**src/rtl/usb_proxy_dir_ctrl_if.sv**
```systemverilog
// Line-level bundle between the USB proxy direction controller and its pads.
// The pad side (master) drives raw line levels; the controller (slave) drives
// the direction, drive enables, forwarded levels and status.
interface usb_proxy_dir_ctrl_if;
    logic       host_dp_in;
    logic       host_dm_in;
    logic       dev_dp_in;
    logic       dev_dm_in;
    logic       dir;
    logic       host_oe;
    logic       dev_oe;
    logic       fwd_dp;
    logic       fwd_dm;
    logic       pkt_done;
    logic       timeout_err;
    logic [2:0] state;

    modport master (
        output host_dp_in, host_dm_in, dev_dp_in, dev_dm_in,
        input  dir, host_oe, dev_oe, fwd_dp, fwd_dm, pkt_done, timeout_err, state
    );

    modport slave (
        input  host_dp_in, host_dm_in, dev_dp_in, dev_dm_in,
        output dir, host_oe, dev_oe, fwd_dp, fwd_dm, pkt_done, timeout_err, state
    );
endinterface

```
**src/rtl/usb_proxy_dir_ctrl.sv**
```systemverilog
// USB full/low-speed proxy direction controller.
// Watches both sides of the link, picks the side that starts a packet,
// forwards its line levels to the other side, detects EOP (SE0 then J),
// drives a short forced J, then releases the bus for a blanking period.
module usb_proxy_dir_ctrl #(
    parameter int SE0_MIN     = 6,
    parameter int EOP_J_CLKS  = 4,
    parameter int TURN_CLKS   = 8,
    parameter int PKT_TIMEOUT = 40000
) (
    input  logic                  clk,
    input  logic                  rst,
    usb_proxy_dir_ctrl_if.slave   bus
);

    typedef enum logic [2:0] {
        IDLE  = 3'd0,
        H2D   = 3'd1,
        D2H   = 3'd2,
        EOP_J = 3'd3,
        TURN  = 3'd4
    } state_t;

    // Synchronizer lane order: {host_dp, host_dm, dev_dp, dev_dm}; idle is J on both sides.
    localparam logic [3:0]  LINES_J    = 4'b1010;
    localparam logic [3:0]  SE0_THR    = 4'(SE0_MIN);
    localparam logic [15:0] EOP_LAST   = 16'(EOP_J_CLKS - 1);
    localparam logic [15:0] TURN_LAST  = 16'(TURN_CLKS - 1);
    localparam logic [15:0] TIMER_LAST = 16'(PKT_TIMEOUT - 1);

    logic [3:0]  sync1;
    logic [3:0]  sync2;
    state_t      st;
    logic        dir_q;
    logic        host_oe_q;
    logic        dev_oe_q;
    logic        fwd_dp_q;
    logic        fwd_dm_q;
    logic        pkt_done_q;
    logic        timeout_q;
    logic [3:0]  se0_cnt;
    logic [15:0] pkt_timer;
    logic [15:0] phase_cnt;

    logic host_dp_s;
    logic host_dm_s;
    logic dev_dp_s;
    logic dev_dm_s;
    logic host_start;
    logic dev_start;
    logic src_dp;
    logic src_dm;
    logic src_se0;

    // Two-flop synchronizer for all four raw line inputs, reset to J.
    always_ff @(posedge clk or posedge rst) begin
        if (rst) begin
            sync1 <= LINES_J;
            sync2 <= LINES_J;
        end else begin
            // NOTE: non-blocking assignments make sync2 take the old sync1, giving two real stages.
            sync1 <= {bus.host_dp_in, bus.host_dm_in, bus.dev_dp_in, bus.dev_dm_in};
            sync2 <= sync1;
        end
    end

    assign host_dp_s = sync2[3];
    assign host_dm_s = sync2[2];
    assign dev_dp_s  = sync2[1];
    assign dev_dm_s  = sync2[0];

    // Host starts on K or SE0 (dp low); SE1 has dp high and so reads as J.
    assign host_start = ~host_dp_s;
    // Device starts on K only; a device SE0 while idle is ignored.
    assign dev_start  = ~dev_dp_s & dev_dm_s;

    // Source side of the current packet: device only while forwarding D2H.
    assign src_dp  = (st == D2H) ? dev_dp_s : host_dp_s;
    assign src_dm  = (st == D2H) ? dev_dm_s : host_dm_s;
    assign src_se0 = ~src_dp & ~src_dm;

    // Direction FSM with registered outputs, so start-to-oe is sync + one state clock.
    always_ff @(posedge clk or posedge rst) begin
        if (rst) begin
            // NOTE: every control register is reset; async reset drops both oe without a clock.
            st          <= IDLE;
            dir_q       <= 1'b0;
            host_oe_q   <= 1'b0;
            dev_oe_q    <= 1'b0;
            fwd_dp_q    <= 1'b1;
            fwd_dm_q    <= 1'b0;
            pkt_done_q  <= 1'b0;
            timeout_q   <= 1'b0;
            se0_cnt     <= 4'd0;
            pkt_timer   <= 16'd0;
            phase_cnt   <= 16'd0;
        end else begin
            pkt_done_q <= 1'b0;
            timeout_q  <= 1'b0;
            case (st)
                IDLE: begin
                    se0_cnt   <= 4'd0;
                    pkt_timer <= 16'd0;
                    phase_cnt <= 16'd0;
                    if (host_start) begin
                        st        <= H2D;
                        dir_q     <= 1'b0;
                        dev_oe_q  <= 1'b1;
                        host_oe_q <= 1'b0;
                        fwd_dp_q  <= host_dp_s;
                        fwd_dm_q  <= host_dm_s;
                    end else if (dev_start) begin
                        st        <= D2H;
                        dir_q     <= 1'b1;
                        host_oe_q <= 1'b1;
                        dev_oe_q  <= 1'b0;
                        fwd_dp_q  <= dev_dp_s;
                        fwd_dm_q  <= dev_dm_s;
                    end else begin
                        dir_q     <= 1'b0;
                        host_oe_q <= 1'b0;
                        dev_oe_q  <= 1'b0;
                        fwd_dp_q  <= 1'b1;
                        fwd_dm_q  <= 1'b0;
                    end
                end

                H2D, D2H: begin
                    pkt_timer <= pkt_timer + 16'd1;
                    if (pkt_timer == TIMER_LAST) begin
                        // Runaway packet: abandon it without an EOP indication.
                        st        <= TURN;
                        timeout_q <= 1'b1;
                        host_oe_q <= 1'b0;
                        dev_oe_q  <= 1'b0;
                        fwd_dp_q  <= 1'b1;
                        fwd_dm_q  <= 1'b0;
                        phase_cnt <= 16'd0;
                    end else if (src_se0) begin
                        if (se0_cnt != 4'hF) begin
                            se0_cnt <= se0_cnt + 4'd1;
                        end
                        fwd_dp_q <= src_dp;
                        fwd_dm_q <= src_dm;
                    end else if (se0_cnt >= SE0_THR) begin
                        st         <= EOP_J;
                        pkt_done_q <= 1'b1;
                        fwd_dp_q   <= 1'b1;
                        fwd_dm_q   <= 1'b0;
                        phase_cnt  <= 16'd0;
                    end else begin
                        // J or K after a short SE0 glitch is just more packet data.
                        se0_cnt  <= 4'd0;
                        fwd_dp_q <= src_dp;
                        fwd_dm_q <= src_dm;
                    end
                end

                EOP_J: begin
                    fwd_dp_q <= 1'b1;
                    fwd_dm_q <= 1'b0;
                    if (phase_cnt == EOP_LAST) begin
                        st        <= TURN;
                        host_oe_q <= 1'b0;
                        dev_oe_q  <= 1'b0;
                        phase_cnt <= 16'd0;
                    end else begin
                        phase_cnt <= phase_cnt + 16'd1;
                    end
                end

                TURN: begin
                    host_oe_q <= 1'b0;
                    dev_oe_q  <= 1'b0;
                    fwd_dp_q  <= 1'b1;
                    fwd_dm_q  <= 1'b0;
                    if (phase_cnt == TURN_LAST) begin
                        st        <= IDLE;
                        dir_q     <= 1'b0;
                        phase_cnt <= 16'd0;
                    end else begin
                        phase_cnt <= phase_cnt + 16'd1;
                    end
                end

                default: begin
                    st        <= IDLE;
                    dir_q     <= 1'b0;
                    host_oe_q <= 1'b0;
                    dev_oe_q  <= 1'b0;
                    fwd_dp_q  <= 1'b1;
                    fwd_dm_q  <= 1'b0;
                end
            endcase
        end
    end

    assign bus.dir         = dir_q;
    assign bus.host_oe     = host_oe_q;
    assign bus.dev_oe      = dev_oe_q;
    assign bus.fwd_dp      = fwd_dp_q;
    assign bus.fwd_dm      = fwd_dm_q;
    assign bus.pkt_done    = pkt_done_q;
    assign bus.timeout_err = timeout_q;
    assign bus.state       = st;

endmodule

```
**src/flat_wrapper.sv**
```systemverilog
// flat-port wrapper written by rule: the top's interface ports become plain ports
module usb_proxy_dir_ctrl_flat 
#(
    parameter int SE0_MIN     = 6,
    parameter int EOP_J_CLKS  = 4,
    parameter int TURN_CLKS   = 8,
    parameter int PKT_TIMEOUT = 40000
)
  (clk, rst, bus_host_dp_in, bus_host_dm_in, bus_dev_dp_in, bus_dev_dm_in, bus_dir, bus_host_oe, bus_dev_oe, bus_fwd_dp, bus_fwd_dm, bus_pkt_done, bus_timeout_err, bus_state);
  usb_proxy_dir_ctrl_if bus_i ();
  input  logic clk;
  input  logic rst;
  input wire logic [$bits(bus_i.host_dp_in)-1:0] bus_host_dp_in;
  input wire logic [$bits(bus_i.host_dm_in)-1:0] bus_host_dm_in;
  input wire logic [$bits(bus_i.dev_dp_in)-1:0] bus_dev_dp_in;
  input wire logic [$bits(bus_i.dev_dm_in)-1:0] bus_dev_dm_in;
  output wire logic [$bits(bus_i.dir)-1:0] bus_dir;
  output wire logic [$bits(bus_i.host_oe)-1:0] bus_host_oe;
  output wire logic [$bits(bus_i.dev_oe)-1:0] bus_dev_oe;
  output wire logic [$bits(bus_i.fwd_dp)-1:0] bus_fwd_dp;
  output wire logic [$bits(bus_i.fwd_dm)-1:0] bus_fwd_dm;
  output wire logic [$bits(bus_i.pkt_done)-1:0] bus_pkt_done;
  output wire logic [$bits(bus_i.timeout_err)-1:0] bus_timeout_err;
  output wire logic [$bits(bus_i.state)-1:0] bus_state;
  assign bus_i.host_dp_in = bus_host_dp_in;
  assign bus_i.host_dm_in = bus_host_dm_in;
  assign bus_i.dev_dp_in = bus_dev_dp_in;
  assign bus_i.dev_dm_in = bus_dev_dm_in;
  assign bus_dir = bus_i.dir;
  assign bus_host_oe = bus_i.host_oe;
  assign bus_dev_oe = bus_i.dev_oe;
  assign bus_fwd_dp = bus_i.fwd_dp;
  assign bus_fwd_dm = bus_i.fwd_dm;
  assign bus_pkt_done = bus_i.pkt_done;
  assign bus_timeout_err = bus_i.timeout_err;
  assign bus_state = bus_i.state;
  usb_proxy_dir_ctrl #(.SE0_MIN(SE0_MIN), .EOP_J_CLKS(EOP_J_CLKS), .TURN_CLKS(TURN_CLKS), .PKT_TIMEOUT(PKT_TIMEOUT)) u_core (.clk(clk), .rst(rst), .bus(bus_i));
endmodule
```
**config.mk**
```make
export PLATFORM = sky130hd
export DESIGN_NAME = usb_proxy_dir_ctrl_flat
export DESIGN_NICKNAME = d
export VERILOG_FILES = /design/src/rtl/usb_proxy_dir_ctrl_if.sv /design/src/rtl/usb_proxy_dir_ctrl.sv /design/src/flat_wrapper.sv
export SDC_FILE = /design/constraint.sdc
export NUM_CORES = 1
export LEC_CHECK = 0
export BUFFER_PORTS_ARGS = -buffer_cell sky130_fd_sc_hd__buf_2
export CORE_MARGIN = 2
export CORE_UTILIZATION = 40
export CTS_CLUSTER_DIAMETER = 30
export DETAILED_ROUTE_END_ITERATION = 10
export PLACE_DENSITY = 0.63
export SLEW_MARGIN = 10
export SYNTH_ARGS = -nofsm -noshare
export SYNTH_HDL_FRONTEND = slang
export SYNTH_SLANG_ARGS = --single-unit
```
**constraint.sdc**
```tcl
create_clock -name clk -period 2.7 [get_ports clk]
set_input_delay 0.135 -clock clk [delete_from_list [all_inputs] [get_ports clk]]
set_output_delay 0.135 -clock clk [all_outputs]
set_load 0.01 [all_outputs]
```
==> results of run 1 <==
==> cell families (layout without fill, tap and decap cells) <==
| group | after synthesis | in the layout |
|---|---|---|
| compound gates | 73 | 73 |
| flops | 54 | 54 |
| mux | 10 | 10 |
| buf+inv | 18 | 41 |
| xor+xnor | 4 | 4 |
| simple gates | 130 | 130 |
| fa+ha+maj | 5 | 5 |
==> registers in the layout (all words and copies together), names as in the netlist <==
name / cells
u_core.bus.fwd_dp: 1
u_core.sync2: 4
u_core.pkt_timer: 16
u_core.se0_cnt: 4
u_core.bus.state: 3
u_core.bus.timeout_err: 1
u_core.sync1: 4
u_core.bus.host_oe: 1
u_core.bus.dev_oe: 1
u_core.bus.fwd_dm: 1
u_core.phase_cnt: 16
u_core.bus.pkt_done: 1
u_core.bus.dir: 1
==> worst reg2reg max path, cell delays in order (launching register included) <==
cell	delay, ns
dfrtp_1	0.40
ha_1	0.24
nor4b_1	0.30
nand4_2	0.24
o21bai_4	0.39
nand2_2	0.29
a221o_1	0.37
==> stage by stage <==
| step | hold WS, ns | instance area, sq um |
|---|---|---|
| after floorplan | 0.139 | 2910 |
| after global placement | 0.241 | 3080 |
| after detailed placement | 0.243 | 3080 |
| after CTS | 0.361 | 3220 |
| after global routing | 0.372 | 3220 |
| final | 0.358 | 3220 |
==> synth_stat cells, types with 3 or more instances <==
master,count,area [sq um]
a31oi_1,3,18.8
a221o_1,9,90.1
nor4_1,4,25.0
nand3_1,17,85.1
buf_6,3,33.8
and2_1,4,25.0
o21ai_0,13,65.1
a211oi_1,4,30.0
dfstp_2,5,131
and4_1,5,43.8
nor3_1,10,50.1
inv_1,7,26.3
dfrtp_1,49,1230
mux2i_1,7,70.1
and3_1,7,43.8
a21oi_1,17,85.1
clkbuf_1,4,15.0
a21o_1,3,22.5
nor2_1,27,101
nand4_1,10,62.6
a22o_1,6,52.6
nand2_1,30,113
ha_1,4,50.1
==> worst max path at each step <==
stage	from	endpoint	depth (start not counted)
after floorplan	u_core.bus.state[2]	u_core.phase_cnt[2]	7
after global placement	u_core.phase_cnt[0]	u_core.phase_cnt[15]	6
after detailed placement	u_core.phase_cnt[0]	u_core.phase_cnt[10]	6
after CTS	u_core.phase_cnt[0]	u_core.phase_cnt[4]	6
after global routing	u_core.bus.state[0]	u_core.se0_cnt[2]	5
final	u_core.phase_cnt[0]	u_core.phase_cnt[4]	6
==> layout by cell type (no fill, tap or decap), drive strengths merged, types with 3 or more instances in the layout <==
cell | netlist | layout
and3 | 7 | 7
ha | 4 | 4
a21oi | 17 | 17
nand4 | 11 | 11
a211oi | 5 | 5
mux2i | 8 | 8
nor3 | 11 | 11
buf | 7 | 21
and4 | 5 | 5
nand3 | 17 | 17
clkbuf | 4 | 6
a221o | 9 | 9
o21ai | 13 | 13
nand2 | 31 | 31
dfrtp | 49 | 49
a22o | 6 | 6
a31oi | 3 | 3
dfstp | 5 | 5
a21o | 3 | 3
and2 | 5 | 5
dlygate4sd3 | 0 | 5
nor2 | 27 | 27
inv | 7 | 7
nor4 | 5 | 5
==> report_power, final <==
group          switching [mW]  internal [mW]
logic                   0.657          0.363
registers               0.141          0.931
clock network           0.263          0.184
total                    1.06           1.48
==> routing by layer <==
metal	wire length [um]	vias up	global-route usage [%]	part of all wire, %
met5	0	-	0	0
met4	94	0	5.43	1.4
met3	289	10	3.14	4.4
met2	3130	63	28.6	47
met1	3080	1125	26.3	47
li1	-	1155	-	-
==> cell type report <==
type	count	area, sq um
Clock buffer	6	72.6
Clock inverter	2	13.8
Fill cell	694	3920
Inverter	7	26.3
Multi-Input combinational cell	222	1450
Sequential cell	54	1360
Tap cell	99	124
Timing Repair Buffer	26	170
==> repair_timing <==
action | 4_1_cts | 5_1_grt
setup buffers | 0 | 0
hold buffers | 5 | 0
endpoints found under the hold margin | 28 | 0
==> metrics.yaml, run 1 <==
outcome: "completed"
ios: 16
cts_tree: "built"
synth_warnings: 0
dp_slack_ns: 0.350
synth_simple_gate_area_share_pct: 23.7
min_period_ns: 2.35
worstPathArrival_ns: 2.54
wire_per_inst_um: 15.9
fin_crit_sh_pct: 86.9
postSynthCellCount: 294
slowest_delay_ns: 0.40
post_cts_resized: 0
hold_depth: 0
finClkSkew_ns: 0.0144
setup_tns_ns: 0
antenna_found_initial: 0
clockBufferDepth: 2
slew_headroom_pct: 51.1
setup_ws_ns: 0.353
placed_cells: 403
fmax_mhz: 426
die_area_sq_mm: 0.00797
critPathMaxFanout: 16
whs_endpoint: "u_core.sync2[0]"
netlist_area_sq_mm: 0.00291
syn_avg_cell_area_sq_um: 9.89
via_per_inst: 5.66
cts_buffers: 5
power_density_mw_per_mm2: 790
path_class: "reg -> reg"
end_kind: "register"
h-tree-depth: 2
finalSetupViolCount: 0
start_util_pct: 40.8
grt_max_degree: 30
r2r_end: "u_core.phase_cnt[4]"
grt-ovfl-total: 0
ant_nets: 0
rsz0062_at_grt: "no"
r2r_slack_ns: 0.35
synth_xor_area_share_pct: 1.20
path_buf_inv: 0
vdd_drop_max_mv: 0.454
drv_cap: 0
synth.ff_latch_count: 54
synthFlopType: "dfrtp_1"
port_buffers: 15
seq_area_frac_synth_pct: 46.7
path_clk_slew_ns: 0.09
synth_compound_area_share_pct: 19.0
synth_cell_type_count: 59
slowest_stage: "dfrtp_1"
hold_class: "reg -> reg"
synthAdderAreaFrac_pct: 2.06
crit_family: "simple AND/OR/NAND/NOR gates"
drc: 0
p_leak_nw: 1.43
crit_path_start_kind: "register"
min_from: "u_core.sync1[0]"
diodes: 0
synth.mux.area_fraction_pct: 3.96
final_nets: 326
die_y_um: 89.3
synth_edf_count: 0
drtIter0Drc: 235
globalplace.congestion: 0.833
ff2ff_path_depth: 6
clock_tree.root_cell: "clkbuf_8"
die_x_um: 89.3
area_growth_pct: 10.5
clk_latency_ns: 0.31
dpl.hpwl_um: 4640
route.vias.total: 2353
final-hold-violation-count: 0
p_total_mw: 2.54
grt_pass1_wl_um: 11300
rows: 31
instances_no_fill: 416
crit_chain: "ha_1 > nor4b_1 > nand4_2 > o21bai_4 > nand2_2 > a221o_1"
first_pass_iters: 5
grt_pass1_vias: 2207
drt_wl_total_um: 6600
synth_top_family_by_area: "simple AND/OR/NAND/NOR gates"
report.final.slew_viol_count: 0
crit_required_ns: 2.89
async_reset_ff_share_pct: 100
r2r_start: "u_core.phase_cnt[0]"
clkSinkCount: 54
fin_util_pct: 45.1
syn-num-nets: 304
drive_gt1_share_pct: 15.8
grt_usage_pct: 18.3
core_area_sq_mm: 0.00714
tightest_slew_ns: 0.730
Note: power is estimated with default switching activity, not from simulation.
==> inputs of run 2 (changes only) <==
--- a/config.mk
+++ b/config.mk
@@ -10,6 +10,7 @@
 export CORE_UTILIZATION = 40
 export CTS_CLUSTER_DIAMETER = 30
 export DETAILED_ROUTE_END_ITERATION = 10
+export MAX_ROUTING_LAYER = met4
 export PLACE_DENSITY = 0.63
 export SLEW_MARGIN = 10
 export SYNTH_ARGS = -nofsm -noshare
==> metrics.yaml, run 2 (same netlist as run 1, synthesis figures left out) <==
finClkSkew_ns: 0.0141  # was 0.0144 ns
grt_pass1_wl_um: 11300  # about the same
vdd_drop_max_mv: 0.456  # was 0.454 mV
globalplace.congestion: 0.846  # was 0.833
wire_per_inst_um: 15.9  # about the same
fin_crit_sh_pct: 86.6  # was 86.9%
drive_gt1_share_pct: 15.8  # unchanged
drt_wl_total_um: 6610  # was 6600 um
h-tree-depth: 2  # unchanged
grt_pass1_vias: 2206  # was 2207
ant_nets: 0  # unchanged
cts_setup_buffers: 0  # unchanged
placed_cells: 403  # unchanged
drv_cap: 0  # unchanged
drc: 0  # unchanged
port_buffers: 15  # unchanged
crit_path_start_kind: "register"  # unchanged
mostFrequentLayoutCells: "dfrtp_1, nand2_1, nor2_1"  # unchanged
ios: 16  # unchanged
start_util_pct: 40.8  # unchanged
diodes: 0  # unchanged
slew_headroom_pct: 51.1  # about the same
n_fill_cell: 694  # unchanged
outcome: "completed"  # unchanged
area_growth_pct: 10.5  # unchanged
crit_required_ns: 2.89  # about the same
die_x_um: 89.3  # unchanged
core_area_sq_mm: 0.00714  # unchanged
clk_latency_ns: 0.31  # about the same
die_area_sq_mm: 0.00797  # unchanged
end_kind: "register"  # unchanged
report.final.slew_viol_count: 0  # unchanged
clock_tree.root_cell: "clkbuf_8"  # unchanged
antenna_found_initial: 0  # unchanged
grt_usage_pct: 18.9  # was 18.3%
via_per_inst: 5.62  # was 5.66
clkSinkCount: 54  # unchanged
layout_commonest_cell: "dfrtp_1"  # unchanged
setup_tns_ns: 0  # unchanged
cts_buffers: 5  # unchanged
die_y_um: 89.3  # unchanged
path_class: "reg -> reg"  # unchanged
tightest_slew_ns: 0.731  # was 0.730 ns
hold_class: "reg -> reg"  # unchanged
clockBufferDepth: 2  # unchanged
worstPathArrival_ns: 2.53  # was 2.54 ns
slowest_stage: "dfrtp_1"  # unchanged
top_regs: "u_core.phase_cnt x16, u_core.pkt_timer x16"  # unchanged
crit_chain: "ha_1 > nor4b_1 > nand4_2 > o21bai_4 > nand2_2 > a221o_1"  # unchanged
route.vias.total: 2337  # was 2353
fmax_mhz: 428  # was 426 MHz
drtIter0Drc: 230  # was 235
final-hold-violation-count: 0  # unchanged
power_density_mw_per_mm2: 791  # was 790 mW/mm^2
path_clk_slew_ns: 0.09  # about the same
grt-ovfl-total: 0  # unchanged
final_nets: 326  # unchanged
first_pass_iters: 4  # was 5
finalSetupViolCount: 0  # unchanged
cts_tree: "built"  # unchanged
dpl.hpwl_um: 4640  # unchanged
rows: 31  # unchanged
min_period_ns: 2.34  # was 2.35 ns
critPathMaxFanout: 16  # unchanged
rsz0062_at_grt: "no"  # unchanged
instances_no_fill: 416  # unchanged
p_leak_nw: 1.43  # unchanged
grt_max_degree: 30  # unchanged
post_cts_resized: 0  # unchanged
slowest_delay_ns: 0.40  # about the same
## run 2: cell counts in the layout (fill, tap and decap cells not counted)
No cell type changed its count.
## run 2: routing by layer
metal  up-vias  share of wire [%]  GRT usage [%]  routed length (um)
met1      1113                 47           26.5                3120
met2        60                 46           28.5                3070
li1       1154                  -              -                   -
met3        10                5.0           3.14                 330
met5         -                  0              -                   0
met4         0                1.3           5.43                  89
## run 2: layout make-up
| type | instances | area, sq um | area share, % |
|---|---|---|---|
| inverters | 7 | 26.3 | 0.817 |
| repair buffers | 26 | 170 | 5.29 |
| well taps | 99 | 124 | 3.85 |
| flip-flops and latches | 54 | 1360 | 42.2 |
| clock buffers | 6 | 72.6 | 2.26 |
| clock inverters | 2 | 13.8 | 0.428 |
| multi-input cells | 222 | 1450 | 45.1 |
## run 2: worst paths after layout
| path | startpoint | to | slack [ns] | depth (start not counted) |
|---|---|---|---|---|
| min in group asynchronous | rst | u_core.pkt_timer[10] | 0.44 | 3 |
| worst min register to register | u_core.sync1[0] | u_core.sync2[0] | 0.36 | 0 |
| max in group asynchronous | rst | u_core.bus.fwd_dp | 1.54 | 4 |
| worst min-delay path | u_core.sync1[0] | u_core.sync2[0] | 0.36 | 0 |
| worst max register to register | u_core.phase_cnt[0] | u_core.phase_cnt[4] | 0.36 | 6 |
| worst max-delay path | u_core.phase_cnt[0] | u_core.phase_cnt[4] | 0.36 | 6 |
## run 2: timing repair
item                                    CTS  global route
endpoints found under the hold margin    28             0
endpoints found under the setup margin    0             0
hold buffers                              5             0
## run 2: per-stage QoR
| stage | setup WS, ns | area, sq um | hold slack (ns) | util (%) | power [mW] |
|---|---|---|---|---|---|
| 6_report | 0.363 | 3220 | 0.358 | 45.1 | 2.54 |
| 3_3_place_gp | 0.458 | 3080 | 0.241 | 43.1 | 2.07 |
| 5_1_grt | 0.165 | 3220 | 0.372 | 45.1 | 2.73 |
| 2_1_floorplan | 0.582 | 2910 | 0.139 | - | 1.81 |
| 4_1_cts | 0.338 | 3220 | 0.361 | 45.1 | 2.55 |
| 3_5_place_dp | 0.350 | 3080 | 0.243 | 43.1 | 2.09 |
## run 2: worst max-delay path: cells and delay by family, from the launching register on
kind	cells	cell delay [ns]
fa+ha+maj	1	0.24
flops	1	0.40
simple gates	3	0.82
compound gates	2	0.76
## run 2: report_power, final
part,total (mW),internal (mW),leakage (nW),switching (mW)
Combinational,1.02,0.363,0.670,0.660
Clock,0.447,0.184,0.0452,0.264
Sequential,1.07,0.931,0.713,0.142
